<file path="src/rtl/fetch_pkg.sv">
// Shared types and constants for the instruction-fetch front end.
// Optional misalignment checking in fetch_unit is enabled by FETCH_MISALIGN_CHK_EN.
package fetch_pkg;

  typedef enum logic [1:0] {
    ST_IDLE = 2'b00,
    ST_WAIT = 2'b01,
    ST_DROP = 2'b10
  } fetch_state_e;

  localparam logic [31:0] NOP_INSTR        = 32'h0000_0000;
  localparam logic [31:0] DEFAULT_RESET_PC = 32'h0000_0000;

  typedef struct packed {
    logic [31:0] instr;
    logic [31:0] pc_plus4;
  } fetch_entry_t;

  function automatic logic [31:0] word_align(input logic [31:0] addr);
    return addr & 32'hFFFF_FFFC;
  endfunction

endpackage

</file>
<file path="src/rtl/fetch_fifo.sv">
// Prefetch buffer: power-of-two synchronous FIFO with clear and a combinational head read.
module fetch_fifo
  import fetch_pkg::*;
#(
  parameter int DEPTH = 2,
  localparam int AW = $clog2(DEPTH)
) (
  input  logic           clk_i,
  input  logic           rst_n_i,
  input  logic           clear,
  input  logic           push,
  input  fetch_entry_t   push_data,
  input  logic           pop,
  output fetch_entry_t   head,
  output logic           full,
  output logic           empty,
  output logic [AW:0]    count
);

  localparam logic [AW:0] FULL_CNT = (AW + 1)'(DEPTH);

  fetch_entry_t        mem_r [DEPTH];
  logic [AW-1:0]       wr_ptr_r;
  logic [AW-1:0]       rd_ptr_r;
  logic [AW:0]         count_r;

  // Pointer and occupancy bookkeeping; clear drops every buffered entry.
  always_ff @(posedge clk_i or negedge rst_n_i) begin
    if (!rst_n_i) begin
      wr_ptr_r <= '0;
      rd_ptr_r <= '0;
      count_r  <= '0;
    end else if (clear) begin
      wr_ptr_r <= '0;
      rd_ptr_r <= '0;
      count_r  <= '0;
    end else begin
      if (push) wr_ptr_r <= wr_ptr_r + AW'(1);
      if (pop)  rd_ptr_r <= rd_ptr_r + AW'(1);
      case ({push, pop})
        2'b10:   count_r <= count_r + (AW + 1)'(1);
        2'b01:   count_r <= count_r - (AW + 1)'(1);
        default: count_r <= count_r;
      endcase
    end
  end

  // Entry storage.
  always_ff @(posedge clk_i or negedge rst_n_i) begin
    if (!rst_n_i) begin
      for (int i = 0; i < DEPTH; i++) mem_r[i] <= '0;
    end else if (push && !clear) begin
      mem_r[wr_ptr_r] <= push_data;
    end
  end

  assign head  = mem_r[rd_ptr_r];
  assign count = count_r;
  assign full  = (count_r == FULL_CNT);
  assign empty = (count_r == '0);

endmodule

</file>
<file path="src/rtl/fetch_unit.sv">
// Instruction-fetch front end: PC, single-outstanding memory requests, prefetch FIFO.
// Define FETCH_MISALIGN_CHK_EN to add the sticky misalign_o check on redirect targets.
module fetch_unit
  import fetch_pkg::*;
#(
  parameter logic [31:0] RESET_PC   = DEFAULT_RESET_PC,
  parameter int          FIFO_DEPTH = 2
) (
  input  logic        clk_i,
  input  logic        rst_n_i,
  input  logic        stall_i,
  input  logic        redirect_i,
  input  logic [31:0] redirect_pc_i,
  output logic        imem_req_o,
  output logic [31:0] imem_addr_o,
  input  logic        imem_ack_i,
  input  logic [31:0] imem_rdata_i,
  output logic [31:0] instr_o,
  output logic [31:0] pc_plus4_o,
  output logic        valid_o,
  output logic        flush_o
`ifdef FETCH_MISALIGN_CHK_EN
  ,
  output logic        misalign_o
`endif
);

  localparam int CW = $clog2(FIFO_DEPTH) + 1;

  fetch_state_e  state_r, state_nxt_s;
  logic [31:0]   pc_r;
  logic [31:0]   addr_r;
  logic [31:0]   target_s;
  logic          halt_s;
  logic          credit_s;
  logic          issue_s;
  logic          push_s;
  logic          pop_s;
  fetch_entry_t  push_data_s;
  fetch_entry_t  head_s;
  logic          fifo_full_s;
  logic          fifo_empty_s;
  logic [CW-1:0] fifo_count_s;

`ifdef FETCH_MISALIGN_CHK_EN
  logic misalign_r;

  // Sticky flag for a redirect to a non-word-aligned target; halts fetching until reset.
  always_ff @(posedge clk_i or negedge rst_n_i) begin
    if (!rst_n_i) begin
      misalign_r <= 1'b0;
    end else if (redirect_i && (redirect_pc_i[1:0] != 2'b00)) begin
      misalign_r <= 1'b1;
    end
  end

  assign misalign_o = misalign_r;
  assign halt_s     = misalign_r;
  assign target_s   = redirect_pc_i;
`else
  assign halt_s     = 1'b0;
  assign target_s   = word_align(redirect_pc_i);
`endif

  assign credit_s    = ((CW'(FIFO_DEPTH) - fifo_count_s) != '0);
  assign push_data_s = '{instr: imem_rdata_i, pc_plus4: addr_r + 32'd4};

  // State register.
  always_ff @(posedge clk_i or negedge rst_n_i) begin
    if (!rst_n_i) state_r <= ST_IDLE;
    else          state_r <= state_nxt_s;
  end

  // Next state, issue and push decisions; redirect overrides everything.
  always_comb begin
    state_nxt_s = state_r;
    issue_s     = 1'b0;
    push_s      = 1'b0;
    case (state_r)
      ST_IDLE: begin
        if (rst_n_i && credit_s && !redirect_i && !halt_s) begin
          issue_s     = 1'b1;
          state_nxt_s = ST_WAIT;
        end else begin
          state_nxt_s = ST_IDLE;
        end
      end
      ST_WAIT: begin
        if (imem_ack_i) begin
          push_s      = !redirect_i && (!fifo_full_s || pop_s);
          state_nxt_s = ST_IDLE;
        end else if (redirect_i) begin
          state_nxt_s = ST_DROP;
        end else begin
          state_nxt_s = ST_WAIT;
        end
      end
      ST_DROP: begin
        if (imem_ack_i) state_nxt_s = ST_IDLE;
        else            state_nxt_s = ST_DROP;
      end
      default: state_nxt_s = ST_IDLE;
    endcase
  end

  // Fetch PC and the address of the request currently in flight.
  always_ff @(posedge clk_i or negedge rst_n_i) begin
    if (!rst_n_i) begin
      pc_r   <= RESET_PC;
      addr_r <= RESET_PC;
    end else if (redirect_i) begin
      pc_r   <= target_s;
    end else if (issue_s) begin
      pc_r   <= pc_r + 32'd4;
      addr_r <= pc_r;
    end
  end

  assign pop_s = !fifo_empty_s && !stall_i && !redirect_i;

  fetch_fifo #(
    .DEPTH (FIFO_DEPTH)
  ) u_fifo (
    .clk_i     (clk_i),
    .rst_n_i   (rst_n_i),
    .clear     (redirect_i),
    .push      (push_s),
    .push_data (push_data_s),
    .pop       (pop_s),
    .head      (head_s),
    .full      (fifo_full_s),
    .empty     (fifo_empty_s),
    .count     (fifo_count_s)
  );

  assign imem_req_o  = issue_s;
  assign imem_addr_o = (state_r == ST_IDLE) ? pc_r : addr_r;
  assign valid_o     = !fifo_empty_s;
  assign instr_o     = fifo_empty_s ? NOP_INSTR : head_s.instr;
  assign pc_plus4_o  = fifo_empty_s ? 32'd0 : head_s.pc_plus4;
  assign flush_o     = redirect_i | (~valid_o & ~stall_i);

endmodule

</file>
<file path="config.mk">
export PLATFORM = sky130hd
export DESIGN_NAME = fetch_unit
export DESIGN_NICKNAME = d
export VERILOG_FILES = /design/src/rtl/fetch_pkg.sv /design/src/rtl/fetch_fifo.sv /design/src/rtl/fetch_unit.sv
export SDC_FILE = /design/constraint.sdc
export NUM_CORES = 1
export LEC_CHECK = 0
export CORE_MARGIN = 2
export CORE_UTILIZATION = 40
export CTS_CLUSTER_DIAMETER = 200
export DETAILED_ROUTE_END_ITERATION = 10
export GPL_TIMING_DRIVEN = 0
export HOLD_SLACK_MARGIN = 0.02
export PLACE_DENSITY_LB_ADDON = 0.1
export SETUP_SLACK_MARGIN = 0.15
export SLEW_MARGIN = 15
export SYNTH_ARGS = -nofsm -noshare
export SYNTH_HDL_FRONTEND = slang
export SYNTH_SLANG_ARGS = --single-unit
</file>
<file path="constraint.sdc">
create_clock -name clk_i -period 3 [get_ports clk_i]
set_clock_uncertainty 0.15 [all_clocks]
set_input_delay 0.9 -clock clk_i [delete_from_list [all_inputs] [get_ports clk_i]]
set_output_delay 0.9 -clock clk_i [all_outputs]
set_load 0.05 [all_outputs]
</file>
==> reports/results.tsv, run 1 <==
stage	metric	value	unit
power_and_ir_drop	Pleak	5.831	nW
worst_setup_path	worst path cell trace	nor2_4, buf_12, nand4bb_1, buf_6, inv_6, buf_8, buf_8, buf_8	
timing	final hold vios	0	
clock_tree	htree depth	4	
final_layout	Area growth syn-to-layout	33.95	%
global_routing	initial antenna violation count	0	
placed_design	RD Place Congestion	0.8075	
die	chip height	158.8	um
power_and_ir_drop	Pwr Density	619.1	nW/um^2
worst_setup_path	Crit Path Class	flip-flop to output port	
clock_tree	total CTS buffers	17	
final_layout	final std cells w/o fill	1571	
global_routing	grt ovf	0	
power_and_ir_drop	Pwr Total	7.947	mW
synthesis	Post-synth EDFFs	0	
global_routing	All-Layer GR Usage	22.27	%
timing	worst slew pin tran	0.7727	ns
timing	worst hold margin	0.2074	ns
die	IO Pins	168	
die	die area	25210	sq um
global_routing	first-pass GRT wire length	44.41	mm
flow_run	# Max-Cap Violations	0	
clock_tree	Worst-path clk slew	0.07	ns
synthesis	post-synthesis sequential area ratio	49.61	%
routing	wire per inst	17.63	um
worst_setup_path	Crit. End Element	output port	
synthesis	Synth Cell Area	9583	sq um
worst_setup_path	Startpoint Class	flip-flop	
routing	drt via density	5.175	
placed_design	Post-DP HPWL	18.96	mm
worst_setup_path	WP buf/inv	6	
final_layout	Nets	1310	
global_routing	largest net degree at the start of global routing	73	
die	Initial Util	40.83	%
synthesis	Mapped Cells	1031	
synthesis	YS warnings	0	
final_layout	layout cells sized above 1	27.88	%
placed_design	dpl cells	1515	
worst_setup_path	Largest delay share family, worst path	buffers and inverters	
worst_setup_path	critical path's slowest cell	dfrtp_1	
die	chip width	158.8	um
timing	Slew headroom	48.49	%
timing	Max Freq	0.3448	GHz
run_status	outcome	completed	
placed_design	I/O Buffers	160	
synthesis	synth unique cells	56	
final_layout	Antenna Cells	0	
routing	vias	8130	
worst_hold_path	Hold Path Class	input port to asynchronous set/reset pin	
synthesis	FF+latch count, synth	190	
synthesis	Async SR Flop Fraction	100.0	%
die	FP Rows	56	
synthesis	Syn Area/Cell	9.295	sq um
power_and_ir_drop	worst vdd ir	0.3283	mV
worst_setup_path	worst-path maximum fanout	8	
timing	final setup violating endpoints	0	
synthesis	predominant post-synthesis flop cell	dfrtp_1	
worst_setup_path	Critical Path RT	1.95	ns
clock_tree	later-pin clock latency in the skew report	0.44	ns
worst_setup_path	most used cell, CP	buf_8	
routing	DRC viols	0	
clock_tree	root buf cell	clkbuf_16	
worst_setup_path	peak per-stage delay on the critical path	0.43	ns
timing	Final Max Tran Viols	0	
routing	number of routed nets with antenna violations	0	
placed_design	pre-CTS WS	-1.527	ns
global_routing	vias in the first global route	8031	
die	core area	23470	sq um
clock_tree	clk sinks	190	
routing	drt pass-1 iters	5	
timing	min Tclk post-route	2.900	ns
routing	Detailed Route WL	27.70	mm
timing	Tcrit/Tclk final	96.67	%
routing	DRT iter0 DRCs	467	
clock_tree	TritonCTS clock tree	yes	
timing	setup ws final	0.09994	ns
timing	unrepaired setup endpoints after global routing	yes	
worst_setup_path	critical path arrival	1.85	ns
clock_tree	CTS Buffer Depth	2	
-- metrics by stage --
stage / instance area (sq um) / utilization (%) / setup TNS [ns]
2_1_floorplan: 9748 / - / 0
3_3_place_gp: 11750 / 50.05 / -1919.12
3_5_place_dp: 11810 / 50.31 / -104.00
4_1_cts: 12480 / 53.17 / 0
5_1_grt: 12840 / 54.69 / 0
6_report: 12840 / 54.69 / 0
-- layout by cell type (no fill, tap or decap), types with 12 or more instances in the layout --
master	instances
buf_6	35
dfrtp_1	188
clkbuf_1	17
nand4_1	16
xnor2_1	12
o21ai_0	79
clkbuf_16	19
mux2i_1	55
nor2_2	60
buf_4	24
nand2_1	280
xor2_1	16
mux2_4	13
nor2_1	25
nor3_1	14
mux2_2	48
clkdlybuf4s50_1	63
nand3_1	32
buf_2	72
buf_8	14
-- Yosys cell counts, drive strengths merged (12+ instances only) --
master	number	area share, %
xor2	16	1.5
inv	13	0.51
clkbuf	30	1.2
nor3	14	0.73
o21ai	81	4.2
nand4	17	1.3
buf	37	1.9
nand2	280	11
nand3	33	1.8
dfrtp	190	50
mux2i	64	6.7
mux2	61	7.2
xnor2	12	1.1
nor2	87	3.4
-- sequential cells by signal, summed over array words and instances (netlist names) --
signal           flops
addr_r              30
pc_r                30
state_r              2
u_fifo.count         2
u_fifo.mem_r       124
u_fifo.rd_ptr_r      1
u_fifo.wr_ptr_r      1
-- per-layer routing --
metal	GRT usage (%)	share of wire [%]	wire length, um	up-vias
met4	7.339	2.0	556	0
li1	-	-	-	3944
met5	0	0	0	-
met1	31.24	47	12900	3894
met3	3.474	4.5	1249	35
met2	35.33	47	12990	257
-- report_power, final --
part / internal (mW) / switching, mW
Sequential: 3.10 / 0.445
Clock: 1.11 / 1.12
Combinational: 0.937 / 1.24
-- cell type report --
type	instances	area (sq um)
tap	319	399.1
buffer	67	515.5
inverter	13	53.80
multi-input combinational	764	4762
timing repair buffer	186	1780
clock buffer	17	425.4
fill	2171	10640
sequential	190	4757
clock inverter	15	142.6
-- worst reg2reg max path: cells and delay by family, from the launching register on --
family / cells / cell delay [ns]
AO/OA/AOI/OAI: 1 / 0.25
flip-flops: 1 / 0.50
adder cells (fa/ha/maj): 1 / 0.29
AND/OR/NAND/NOR: 3 / 1.02
multiplexers: 1 / 0.14
-- cell families after synthesis --
logic type | share of synthesized area, %
compound gates | 8.735
fa+ha+maj | 0.2611
mux | 13.85
xor+xnor | 2.559
flops | 49.61
buf+inv | 3.604
simple gates | 21.33
other cells | 0.03913
-- final timing paths --
path | from | to | slack, ns | cells past startpoint
setup / recovery | state_r[0] | imem_req_o | 0.1 | 8
setup reg to reg | pc_r[2] | pc_r[26] | 0.54 | 6
hold / removal | rst_n_i | addr_r[13] | 0.21 | 2
min in group clk_i | u_fifo.mem_r[126] | u_fifo.mem_r[126] | 0.33 | 2
max in group asynchronous | rst_n_i | u_fifo.count[1] | 1.84 | 3
hold reg to reg | u_fifo.mem_r[126] | u_fifo.mem_r[126] | 0.33 | 2
-- what timing repair did --
item	4_1_cts	5_1_grt
endpoints found under the setup margin	180	135
gates resized for setup	577	116
pin swaps	2	3
buffers inserted	7	9
hold buffers	0	0
cloned	7	1
endpoints found under the hold margin	0	0
(Power assumes the default switching activity.)
==> inputs of run 2 (changes only) <==
--- a/config.mk
+++ b/config.mk
@@ -7,6 +7,7 @@
 export LEC_CHECK = 0
 export CORE_MARGIN = 2
 export CORE_UTILIZATION = 40
+export CTS_BUF_LIST = sky130_fd_sc_hd__clkbuf_16
 export CTS_CLUSTER_DIAMETER = 200
 export DETAILED_ROUTE_END_ITERATION = 10
 export GPL_TIMING_DRIVEN = 0
==> results of run 2 <==
The final DEF is identical to that of run 1; final timing and power are the same.
